`config.mk`:
```
export PLATFORM = sky130hd
export DESIGN_NAME = otter_branch_predictor_flat
export DESIGN_NICKNAME = d
export VERILOG_FILES = /design/src/rtl/otter_branch_predictor_if.sv /design/src/rtl/otter_branch_predictor.sv /design/src/flat_wrapper.sv
export SDC_FILE = /design/constraint.sdc
export NUM_CORES = 2
export LEC_CHECK = 0
export ABC_AREA = 1
export BUFFER_PORTS_ARGS = -buffer_cell sky130_fd_sc_hd__buf_2
export CAP_MARGIN = 10
export CORE_ASPECT_RATIO = 0.75
export CORE_MARGIN = 2
export CORE_UTILIZATION = 41
export DETAILED_ROUTE_END_ITERATION = 16
export SLEW_MARGIN = 15
export SYNTH_ARGS = -nofsm -noshare
export SYNTH_HDL_FRONTEND = slang
export SYNTH_SLANG_ARGS = --single-unit
```
`constraint.sdc`:
```
create_clock -name CLK -period 3.9 [get_ports CLK]
set_input_delay 0.39 -clock CLK [delete_from_list [all_inputs] [get_ports CLK]]
set_output_delay 0.39 -clock CLK [all_outputs]
set_load 0.01 [all_outputs]
```
`src/rtl/otter_branch_predictor_if.sv`:
```
// Fetch-side lookup and EX-side resolve signals shared between the OTTER pipeline
// and its branch predictor.
interface otter_branch_predictor_if #(
  parameter int STAT_W = 32
);
  logic              STALL;
  logic [31:0]       IF_PC;
  logic              PRED_HIT;
  logic              PRED_TAKEN;
  logic [31:0]       PRED_TARGET;
  logic              UPD_VALID;
  logic [31:0]       UPD_PC;
  logic              UPD_IS_COND;
  logic              UPD_TAKEN;
  logic [31:0]       UPD_TARGET;
  logic              UPD_PRED_TAKEN;
  logic [31:0]       UPD_PRED_TARGET;
  logic              MISPREDICT;
  logic [31:0]       REDIRECT_PC;
  logic [STAT_W-1:0] LOOKUP_CNT;
  logic [STAT_W-1:0] MISPRED_CNT;

  modport master (
    output STALL, IF_PC, UPD_VALID, UPD_PC, UPD_IS_COND, UPD_TAKEN, UPD_TARGET,
           UPD_PRED_TAKEN, UPD_PRED_TARGET,
    input  PRED_HIT, PRED_TAKEN, PRED_TARGET, MISPREDICT, REDIRECT_PC,
           LOOKUP_CNT, MISPRED_CNT
  );

  modport slave (
    input  STALL, IF_PC, UPD_VALID, UPD_PC, UPD_IS_COND, UPD_TAKEN, UPD_TARGET,
           UPD_PRED_TAKEN, UPD_PRED_TARGET,
    output PRED_HIT, PRED_TAKEN, PRED_TARGET, MISPREDICT, REDIRECT_PC,
           LOOKUP_CNT, MISPRED_CNT
  );
endinterface

```
`src/rtl/otter_branch_predictor.sv`:
```
// Direct-mapped branch target buffer with saturating direction counters for the
// pipelined OTTER: looked up from IF, trained and checked for mispredicts in EX.
module otter_branch_predictor #(
  parameter int ENTRIES      = 16,
  parameter int COUNTER_BITS = 2,
  parameter int STAT_W       = 32
) (
  input logic                      CLK,
  input logic                      RST,
  otter_branch_predictor_if.slave  bp
);
  localparam int IDXW = $clog2(ENTRIES);
  localparam int TAGW = 30 - IDXW;
  localparam logic [COUNTER_BITS-1:0] CTR_MAX  = {COUNTER_BITS{1'b1}};
  localparam logic [COUNTER_BITS-1:0] CTR_MIN  = {COUNTER_BITS{1'b0}};
  localparam logic [COUNTER_BITS-1:0] CTR_WEAK = COUNTER_BITS'(1'b1) << (COUNTER_BITS - 1);

  logic                    valid_r   [ENTRIES];
  logic [TAGW-1:0]         tag_r     [ENTRIES];
  logic [31:0]             target_r  [ENTRIES];
  logic                    is_cond_r [ENTRIES];
  logic [COUNTER_BITS-1:0] ctr_r     [ENTRIES];
  logic [STAT_W-1:0]       lookup_cnt_r;
  logic [STAT_W-1:0]       mispred_cnt_r;

  logic [IDXW-1:0] if_idx_s;
  logic [IDXW-1:0] upd_idx_s;
  logic [TAGW-1:0] if_tag_s;
  logic [TAGW-1:0] upd_tag_s;
  logic            pred_hit_s;
  logic            pred_taken_s;
  logic            upd_hit_s;
  logic            mispredict_s;

  function automatic logic [COUNTER_BITS-1:0] ctr_step(
    input logic [COUNTER_BITS-1:0] ctr,
    input logic                    up
  );
    logic [COUNTER_BITS-1:0] nxt;
    nxt = ctr;
    if (up) begin
      if (ctr != CTR_MAX) nxt = ctr + COUNTER_BITS'(1'b1);
      else                nxt = ctr;
    end else begin
      if (ctr != CTR_MIN) nxt = ctr - COUNTER_BITS'(1'b1);
      else                nxt = ctr;
    end
    return nxt;
  endfunction

  assign if_idx_s  = bp.IF_PC[IDXW+1:2];
  assign if_tag_s  = bp.IF_PC[31:IDXW+2];
  assign upd_idx_s = bp.UPD_PC[IDXW+1:2];
  assign upd_tag_s = bp.UPD_PC[31:IDXW+2];

  // Fetch lookup; forced to a miss while reset is asserted so stale entries never leak
  always_comb begin
    pred_hit_s = 1'b0;
    if (!RST && valid_r[if_idx_s] && (tag_r[if_idx_s] == if_tag_s)) pred_hit_s = 1'b1;
    else                                                             pred_hit_s = 1'b0;
  end

  assign pred_taken_s = pred_hit_s & (~is_cond_r[if_idx_s] | ctr_r[if_idx_s][COUNTER_BITS-1]);
  assign upd_hit_s    = valid_r[upd_idx_s] & (tag_r[upd_idx_s] == upd_tag_s);
  assign mispredict_s = bp.UPD_VALID &
                        ((bp.UPD_TAKEN != bp.UPD_PRED_TAKEN) |
                         (bp.UPD_TAKEN & (bp.UPD_TARGET != bp.UPD_PRED_TARGET)));

  assign bp.PRED_HIT    = pred_hit_s;
  assign bp.PRED_TAKEN  = pred_taken_s;
  assign bp.PRED_TARGET = pred_taken_s ? target_r[if_idx_s] : (bp.IF_PC + 32'd4);
  assign bp.MISPREDICT  = mispredict_s;
  assign bp.REDIRECT_PC = bp.UPD_TAKEN ? bp.UPD_TARGET : (bp.UPD_PC + 32'd4);
  assign bp.LOOKUP_CNT  = lookup_cnt_r;
  assign bp.MISPRED_CNT = mispred_cnt_r;

  // Table training and statistics; reset wins over stall and training
  always_ff @(posedge CLK) begin
    if (RST) begin
      for (int i = 0; i < ENTRIES; i++) begin
        valid_r[i]   <= 1'b0;
        tag_r[i]     <= {TAGW{1'b0}};
        target_r[i]  <= 32'd0;
        is_cond_r[i] <= 1'b0;
        ctr_r[i]     <= CTR_MIN;
      end
      lookup_cnt_r  <= {STAT_W{1'b0}};
      mispred_cnt_r <= {STAT_W{1'b0}};
    end else if (!bp.STALL) begin
      if (pred_hit_s)   lookup_cnt_r  <= lookup_cnt_r + STAT_W'(1'b1);
      if (mispredict_s) mispred_cnt_r <= mispred_cnt_r + STAT_W'(1'b1);
      if (bp.UPD_VALID) begin
        if (upd_hit_s) begin
          if (bp.UPD_IS_COND) ctr_r[upd_idx_s] <= ctr_step(ctr_r[upd_idx_s], bp.UPD_TAKEN);
          if (bp.UPD_TAKEN)   target_r[upd_idx_s] <= bp.UPD_TARGET;
          is_cond_r[upd_idx_s] <= bp.UPD_IS_COND;
        end else if (bp.UPD_TAKEN) begin
          // Only taken branches earn an entry; start weakly taken
          valid_r[upd_idx_s]   <= 1'b1;
          tag_r[upd_idx_s]     <= upd_tag_s;
          target_r[upd_idx_s]  <= bp.UPD_TARGET;
          is_cond_r[upd_idx_s] <= bp.UPD_IS_COND;
          ctr_r[upd_idx_s]     <= CTR_WEAK;
        end
      end
    end
  end
endmodule

```
`src/flat_wrapper.sv`:
```
// flat-port wrapper written by rule: the top's interface ports become plain ports
module otter_branch_predictor_flat 
#(
  parameter int ENTRIES      = 16,
  parameter int COUNTER_BITS = 2,
  parameter int STAT_W       = 32
)
  (CLK, RST, bp_STALL, bp_IF_PC, bp_UPD_VALID, bp_UPD_PC, bp_UPD_IS_COND, bp_UPD_TAKEN, bp_UPD_TARGET, bp_UPD_PRED_TAKEN, bp_UPD_PRED_TARGET, bp_PRED_HIT, bp_PRED_TAKEN, bp_PRED_TARGET, bp_MISPREDICT, bp_REDIRECT_PC, bp_LOOKUP_CNT, bp_MISPRED_CNT);
  otter_branch_predictor_if #(.STAT_W(STAT_W)) bp_i ();
  input logic CLK;
  input logic RST;
  input wire logic [$bits(bp_i.STALL)-1:0] bp_STALL;
  input wire logic [$bits(bp_i.IF_PC)-1:0] bp_IF_PC;
  input wire logic [$bits(bp_i.UPD_VALID)-1:0] bp_UPD_VALID;
  input wire logic [$bits(bp_i.UPD_PC)-1:0] bp_UPD_PC;
  input wire logic [$bits(bp_i.UPD_IS_COND)-1:0] bp_UPD_IS_COND;
  input wire logic [$bits(bp_i.UPD_TAKEN)-1:0] bp_UPD_TAKEN;
  input wire logic [$bits(bp_i.UPD_TARGET)-1:0] bp_UPD_TARGET;
  input wire logic [$bits(bp_i.UPD_PRED_TAKEN)-1:0] bp_UPD_PRED_TAKEN;
  input wire logic [$bits(bp_i.UPD_PRED_TARGET)-1:0] bp_UPD_PRED_TARGET;
  output wire logic [$bits(bp_i.PRED_HIT)-1:0] bp_PRED_HIT;
  output wire logic [$bits(bp_i.PRED_TAKEN)-1:0] bp_PRED_TAKEN;
  output wire logic [$bits(bp_i.PRED_TARGET)-1:0] bp_PRED_TARGET;
  output wire logic [$bits(bp_i.MISPREDICT)-1:0] bp_MISPREDICT;
  output wire logic [$bits(bp_i.REDIRECT_PC)-1:0] bp_REDIRECT_PC;
  output wire logic [$bits(bp_i.LOOKUP_CNT)-1:0] bp_LOOKUP_CNT;
  output wire logic [$bits(bp_i.MISPRED_CNT)-1:0] bp_MISPRED_CNT;
  assign bp_i.STALL = bp_STALL;
  assign bp_i.IF_PC = bp_IF_PC;
  assign bp_i.UPD_VALID = bp_UPD_VALID;
  assign bp_i.UPD_PC = bp_UPD_PC;
  assign bp_i.UPD_IS_COND = bp_UPD_IS_COND;
  assign bp_i.UPD_TAKEN = bp_UPD_TAKEN;
  assign bp_i.UPD_TARGET = bp_UPD_TARGET;
  assign bp_i.UPD_PRED_TAKEN = bp_UPD_PRED_TAKEN;
  assign bp_i.UPD_PRED_TARGET = bp_UPD_PRED_TARGET;
  assign bp_PRED_HIT = bp_i.PRED_HIT;
  assign bp_PRED_TAKEN = bp_i.PRED_TAKEN;
  assign bp_PRED_TARGET = bp_i.PRED_TARGET;
  assign bp_MISPREDICT = bp_i.MISPREDICT;
  assign bp_REDIRECT_PC = bp_i.REDIRECT_PC;
  assign bp_LOOKUP_CNT = bp_i.LOOKUP_CNT;
  assign bp_MISPRED_CNT = bp_i.MISPRED_CNT;
  otter_branch_predictor #(.ENTRIES(ENTRIES), .COUNTER_BITS(COUNTER_BITS), .STAT_W(STAT_W)) u_core (.CLK(CLK), .RST(RST), .bp(bp_i));
endmodule
```
Word-level counts from Yosys, hierarchy flattened
Memory sizes are Yosys's and may differ from the RTL's. Cells that the tools add are included.

RAM bits: 992. Output and inout bits: 131. Bits in registers: 64. Memories: 5. Word-level logic and storage cells: 93. Input bits: 135.

Muxes and demuxes: 53. Reduce and logical (&&, ||, !) cells: 11. Eq/ne operators: 5. Add/sub/neg operators: 6. Bitwise operators: 11.

Memory list: u_core.target_r (words 16, bits a word 32, read ports 1, clocked after memory_dff 0, write ports 16, line otter_branch_predictor.sv:20) `logic [31:0] target_r [ENTRIES];`; u_core.tag_r (words 16, bits a word 26, read ports 2, clocked after memory_dff 0, write ports 16, line otter_branch_predictor.sv:19) `logic [TAGW-1:0] tag_r [ENTRIES];`; u_core.ctr_r (words 16, bits a word 2, read ports 2, clocked after memory_dff 0, write ports 16, line otter_branch_predictor.sv:22) `logic [COUNTER_BITS-1:0] ctr_r [ENTRIES];`; u_core.is_cond_r (words 16, bits a word 1, read ports 1, clocked after memory_dff 0, write ports 16, line otter_branch_predictor.sv:21) `logic is_cond_r [ENTRIES];`; u_core.valid_r (words 16, bits a word 1, read ports 2, clocked after memory_dff 0, write ports 16, line otter_branch_predictor.sv:18) `logic valid_r [ENTRIES];`.

Operator list (number): $mux W32 (4); $add A32 B1 Y32 const B (2); $add A32 B3 Y32 const B (2); $eq A26 B26 Y1 (2); $mux W1 (33); $ne A32 B32 Y1 (1); $reduce_or A32 Y1 (1); $mux W26 (1); $reduce_or A26 Y1 (1); $mux W2 (10); $mux W4 (5); $or A1 B1 Y1 (5); $and A1 B1 Y1 (4); $reduce_and A2 Y1 (2); $add A2 B1 Y2 const B (1); $logic_and A1 B1 Y1 (2); $ne A2 B2 Y1 const B (1); $not A1 Y1 (2); $reduce_bool A2 Y1 (1); $reduce_or A1 Y1 (2); $reduce_or A2 Y1 (1); $sub A2 B1 Y2 const B (1); $logic_not A1 Y1 (1); $ne A1 B1 Y1 (1).

Logic depth before layout (Yosys ltp)
An unclocked memory read counts as a cell.

Word-level depth: 11. Mapped depth: 23. Gate-level depth less buffers: 20.

Least setup slack after synthesis
No wires, ideal clock.

Path type: input port to flip-flop. Start: in bp_UPD_PC[2]. End: mem u_core.target_r[12][0], enable pin. Setup time: 0.389 ns. Setup slack: 0.616 ns. Arrival: 2.895 ns. Data required time: 3.511 ns. Path buffers: 4. Stages: 10. Path through: inv_2 buf_2 buf_2 clkbuf_1 ha_1 inv_1 nor2_1 nand2_1 clkbuf_1 nand2_1.

RTL lines: from (decl) (line flat_wrapper.sv:15) `input wire logic [$bits(bp_i.UPD_PC)-1:0] bp_UPD_PC;`; to (decl) (line otter_branch_predictor.sv:20).

==> run summary <==
Outcome: finished clean
Slew HR: 26.5%
Area delta synth->final: 17.4%
# nets final: 7432
RSZ-0062 raised after global routing: yes
Distinct cells, synth: 45
1st-pass router iterations: 6
Overflow after GRT: 0
CP endpoint kind: output pin
R2R depth: 20
CP Cell Sequence: inv_1 > nand2_1 > o211ai_1 > nand3_1 > nand3_2 > nand2_1 > nand2_2 > nand2_1 > nor2_2 > buf_4 > nand2_1 > nor2_1 > nand2_1 > nor2_4 > nand2_2 > inv_2 > buf_12 > nand2_1 > o21ai_0 > buf_2
Post-synthesis adder-cell area fraction: 0.154%
WP data required: 3.51 ns
Post-place setup slack: -0.143 ns
CTS Sinks: 1056
H-tree depth: 3
Least-Margin Pin Slew: 1.10 ns
Post-synthesis compound-gate area fraction: 7.57%
WHS Path Cells: 3
CTS Buffer Depth: 3
Layout cells sized above 1: 13.1%
Die Wd: 434 um
Largest family of logic cells by synthesized area: simple AND/OR/NAND/NOR gates
Setup violators final: 0
Mean post-synth cell area: 8.11 um2
Top delay family on crit path: simple AND/OR/NAND/NOR gates
Post-Synthesis Cell Area: 56800 um2
Minimum clock period: 3.85 ns
WP depth: 20
# Max-Cap Violations: 0
Slew Viols, Final: 0
Detailed Route WL: 241000 um
WP buf/inv: 5
Syn Inst Count: 7010
Largest net degree at the start of global routing: 115
Warnings, synthesis: 0
Dpl cells: 9034
Leak: 28.3 nW
Vias: 52900
Achievable frequency: 260 MHz
Final HPWL from detailed placement: 157000 um
Vias in the first global route: 48700
CP max stage cell: edfxtp_1
Post-Synth Simple-Gate Area: 28.4%
Post-route setup slack: 0.0547 ns
Critical path class: flip-flop to output pin
Starting DRC count in detailed routing: 8077
All-Layer GR Usage: 33.3%
I/O Buffers: 265
Gpl congestion: 1.02
CTS tree: built
Worst Skew: 0.0360 ns
Drc violations: 0
Clk_lat worst skew: 0.78 ns
Max incr delay on CP: 0.37 ns
Ports: 266
Clock-pin slew of the registers on the worst-case setup and hold paths: 0.07 ns
Area after DPL: 62600 um2
Register area share after synthesis: 54.4%
Mux share of post-synthesis cell area: 0%
Final period utilization: 98.6%
Startpoint Class: flip-flop
Arrival @ worst endpoint: 3.46 ns
WL/cell: 26.0 um
Mapped Nets: 7152
Total negative slack: 0 ns
Die area: 142000 um2
Routed Antenna Nets: 0
Most frequent CP cell: nand2_1
Post-Synth XOR/XNOR Area: 1.26%
Initial antenna violation count: 15
CP Max Fanout: 5
Final Non-Filler Cells: 9257
Initial Util: 41.2%
Final Hold Viols: 0
Vias per std cell: 5.72
Cts bufs inserted: 109
Power Dens Cells: 421 nW/um2
Die Y: 326 um
Placement row count: 118
Yosys reg bits: 1056
Min-delay worst type: input port to flip-flop
Post-route design area: 66700 um2
Global-route wire length before repair: 342000 um
Core box area: 138000 um2
Max IR drop VDD: 0.000324 V
Clock Root Buffer: clkbuf_16
==> worst paths after layout <==
check	startpoint	to	slack [ns]
hold / removal	bp_UPD_PC[25]	u_core.tag_r[13][19]	0.11
setup reg to reg	u_core.tag_r[2][17]	u_core.ctr_r[4][0]	0.65
hold reg to reg	u_core.valid_r[0]	u_core.valid_r[0]	0.49
setup / recovery	u_core.tag_r[5][19]	bp_PRED_TARGET[7]	0.05
==> through the flow <==
step	util (%)	hold WS [ns]	total power, W
after floorplan	-	0.441	0.0151
after global placement	45.5	0.456	0.0169
after detailed placement	45.5	0.460	0.0169
after CTS	48.2	0.0592	0.0280
after global routing	48.4	0.105	0.0288
final	48.4	0.109	0.0281
==> repair_timing <==
item | CTS | global route
pin swaps | 1 | 9
endpoints found under the hold margin | 2 | 0
hold buffers | 1 | 0
resized for setup | 23 | 66
endpoints found under the setup margin | 25 | 35
setup buffers | 0 | 4
==> state kept, by name, summed over array words and instances, names as in the netlist <==
register / count
u_core.bp.LOOKUP_CNT: 32
u_core.bp.MISPRED_CNT: 32
u_core.ctr_r: 32
u_core.is_cond_r: 16
u_core.tag_r: 416
u_core.target_r: 512
u_core.valid_r: 16
==> tightest hold or removal path, delay by kind of cell <==
family / cells / cell delay, ns
buf+inv: 2 / 0.24
simple gates: 1 / 0.13
==> power breakdown <==
| part | total [W] | leakage, nW | switching [W] | internal [W] |
|---|---|---|---|---|
| clock network | 0.0113 | 1.81 | 0.00494 | 0.00636 |
| logic | 0.00378 | 16.5 | 0.00271 | 0.00107 |
| registers | 0.0130 | 9.94 | 0.000159 | 0.0129 |
| total | 0.0281 | 28.3 | 0.00781 | 0.0203 |
==> final cells by class <==
type / instances / area [um2]
clock buffers: 137 / 2920
clock inverters: 70 / 856
diodes: 11 / 27.5
repair buffers: 644 / 5590
multi-input cells: 4826 / 21600
fillers: 13200 / 71000
well taps: 1860 / 2330
flip-flops and latches: 1056 / 30900
inverters: 653 / 2480
==> cell usage after synthesis <==
| library cell | number | area [um2] |
|---|---|---|
| a211oi_1 | 2 | 15.0 |
| nand2_2 | 7 | 43.8 |
| ha_1 | 7 | 87.6 |
| buf_1 | 17 | 63.8 |
| or3_1 | 1 | 6.26 |
| inv_2 | 10 | 37.5 |
| nor3_2 | 1 | 10.0 |
| nor4_2 | 1 | 12.5 |
| xor2_1 | 70 | 613 |
| nor2_1 | 1517 | 5690 |
| o221ai_1 | 49 | 429 |
| nor2_2 | 3 | 18.8 |
| nand3b_1 | 6 | 45.0 |
| a32o_1 | 12 | 120 |
| buf_2 | 138 | 691 |
| a31oi_1 | 2 | 12.5 |
| inv_1 | 598 | 2240 |
| a22o_1 | 1 | 8.76 |
| xnor2_1 | 12 | 105 |
| o21ai_1 | 28 | 140 |
| buf_6 | 21 | 236 |
| a21oi_1 | 75 | 375 |
| nand2_8 | 10 | 200 |
| o211ai_1 | 78 | 586 |
| nand2_1 | 1820 | 6830 |
| dfxtp_1 | 80 | 1600 |
| a22oi_1 | 1 | 7.51 |
| clkbuf_1 | 274 | 1030 |
| nor2_4 | 2 | 22.5 |
| nand4_1 | 48 | 300 |
| o211a_1 | 2 | 20.0 |
| o21ai_0 | 392 | 1960 |
| edfxtp_1 | 976 | 29300 |
| inv_4 | 2 | 12.5 |
| a221oi_1 | 3 | 26.3 |
| o21ai_2 | 1 | 8.76 |
| buf_12 | 1 | 20.0 |
| nor3_1 | 44 | 220 |
| clkinv_1 | 43 | 161 |
| nor4_1 | 18 | 113 |
| o22ai_1 | 93 | 582 |
| nand3_1 | 518 | 2590 |
| o2111ai_1 | 1 | 8.76 |
| buf_4 | 24 | 180 |
| nor3_4 | 1 | 16.3 |
==> per-layer routing <==
metal | wire, um | GRT usage, % | share of wire [%]
met2 | 101000 | 48.1 | 42
met4 | 14000 | 16.9 | 5.8
met5 | 22 | 0 | 0.0091
met3 | 31100 | 7.53 | 13
met1 | 95000 | 46.9 | 39
==> logic make-up after synthesis <==
family,count (synthesis)
compound gates,740
xor+xnor,82
fa+ha+maj,7
buf+inv,1128
simple gates,3997
flops,1056
==> cells in the final DEF, fill, tap and decap left out, types with 4 or more instances in the layout <==
cell type and count:
xor2_1 70, o211ai_1 78, clkinv_2 18, clkbuf_8 9
nand2_8 10, buf_4 269, nor2_1 1507, nand2_1 1747
inv_2 20, dfxtp_1 80, nand2_2 78, xnor2_1 12
o221ai_1 49, o21ai_1 30, nor4_1 18, ha_1 6
nor2_4 9, buf_2 258, o22ai_1 93, clkinvlp_4 10
inv_1 582, clkbuf_1 20, diode_2 11, nor2_2 6
bufinv_16 15, nand3b_1 6, buf_6 4, nand3_1 510
o21ai_2 6, a21oi_1 75, clkbuf_16 110, nand4_1 48
o21ai_0 382, edfxtp_1 976, nand3_2 8, clkinv_1 62
buf_12 109, a32o_1 12, nor3_1 43
No activity file was read; power rests on OpenSTA's default activity.
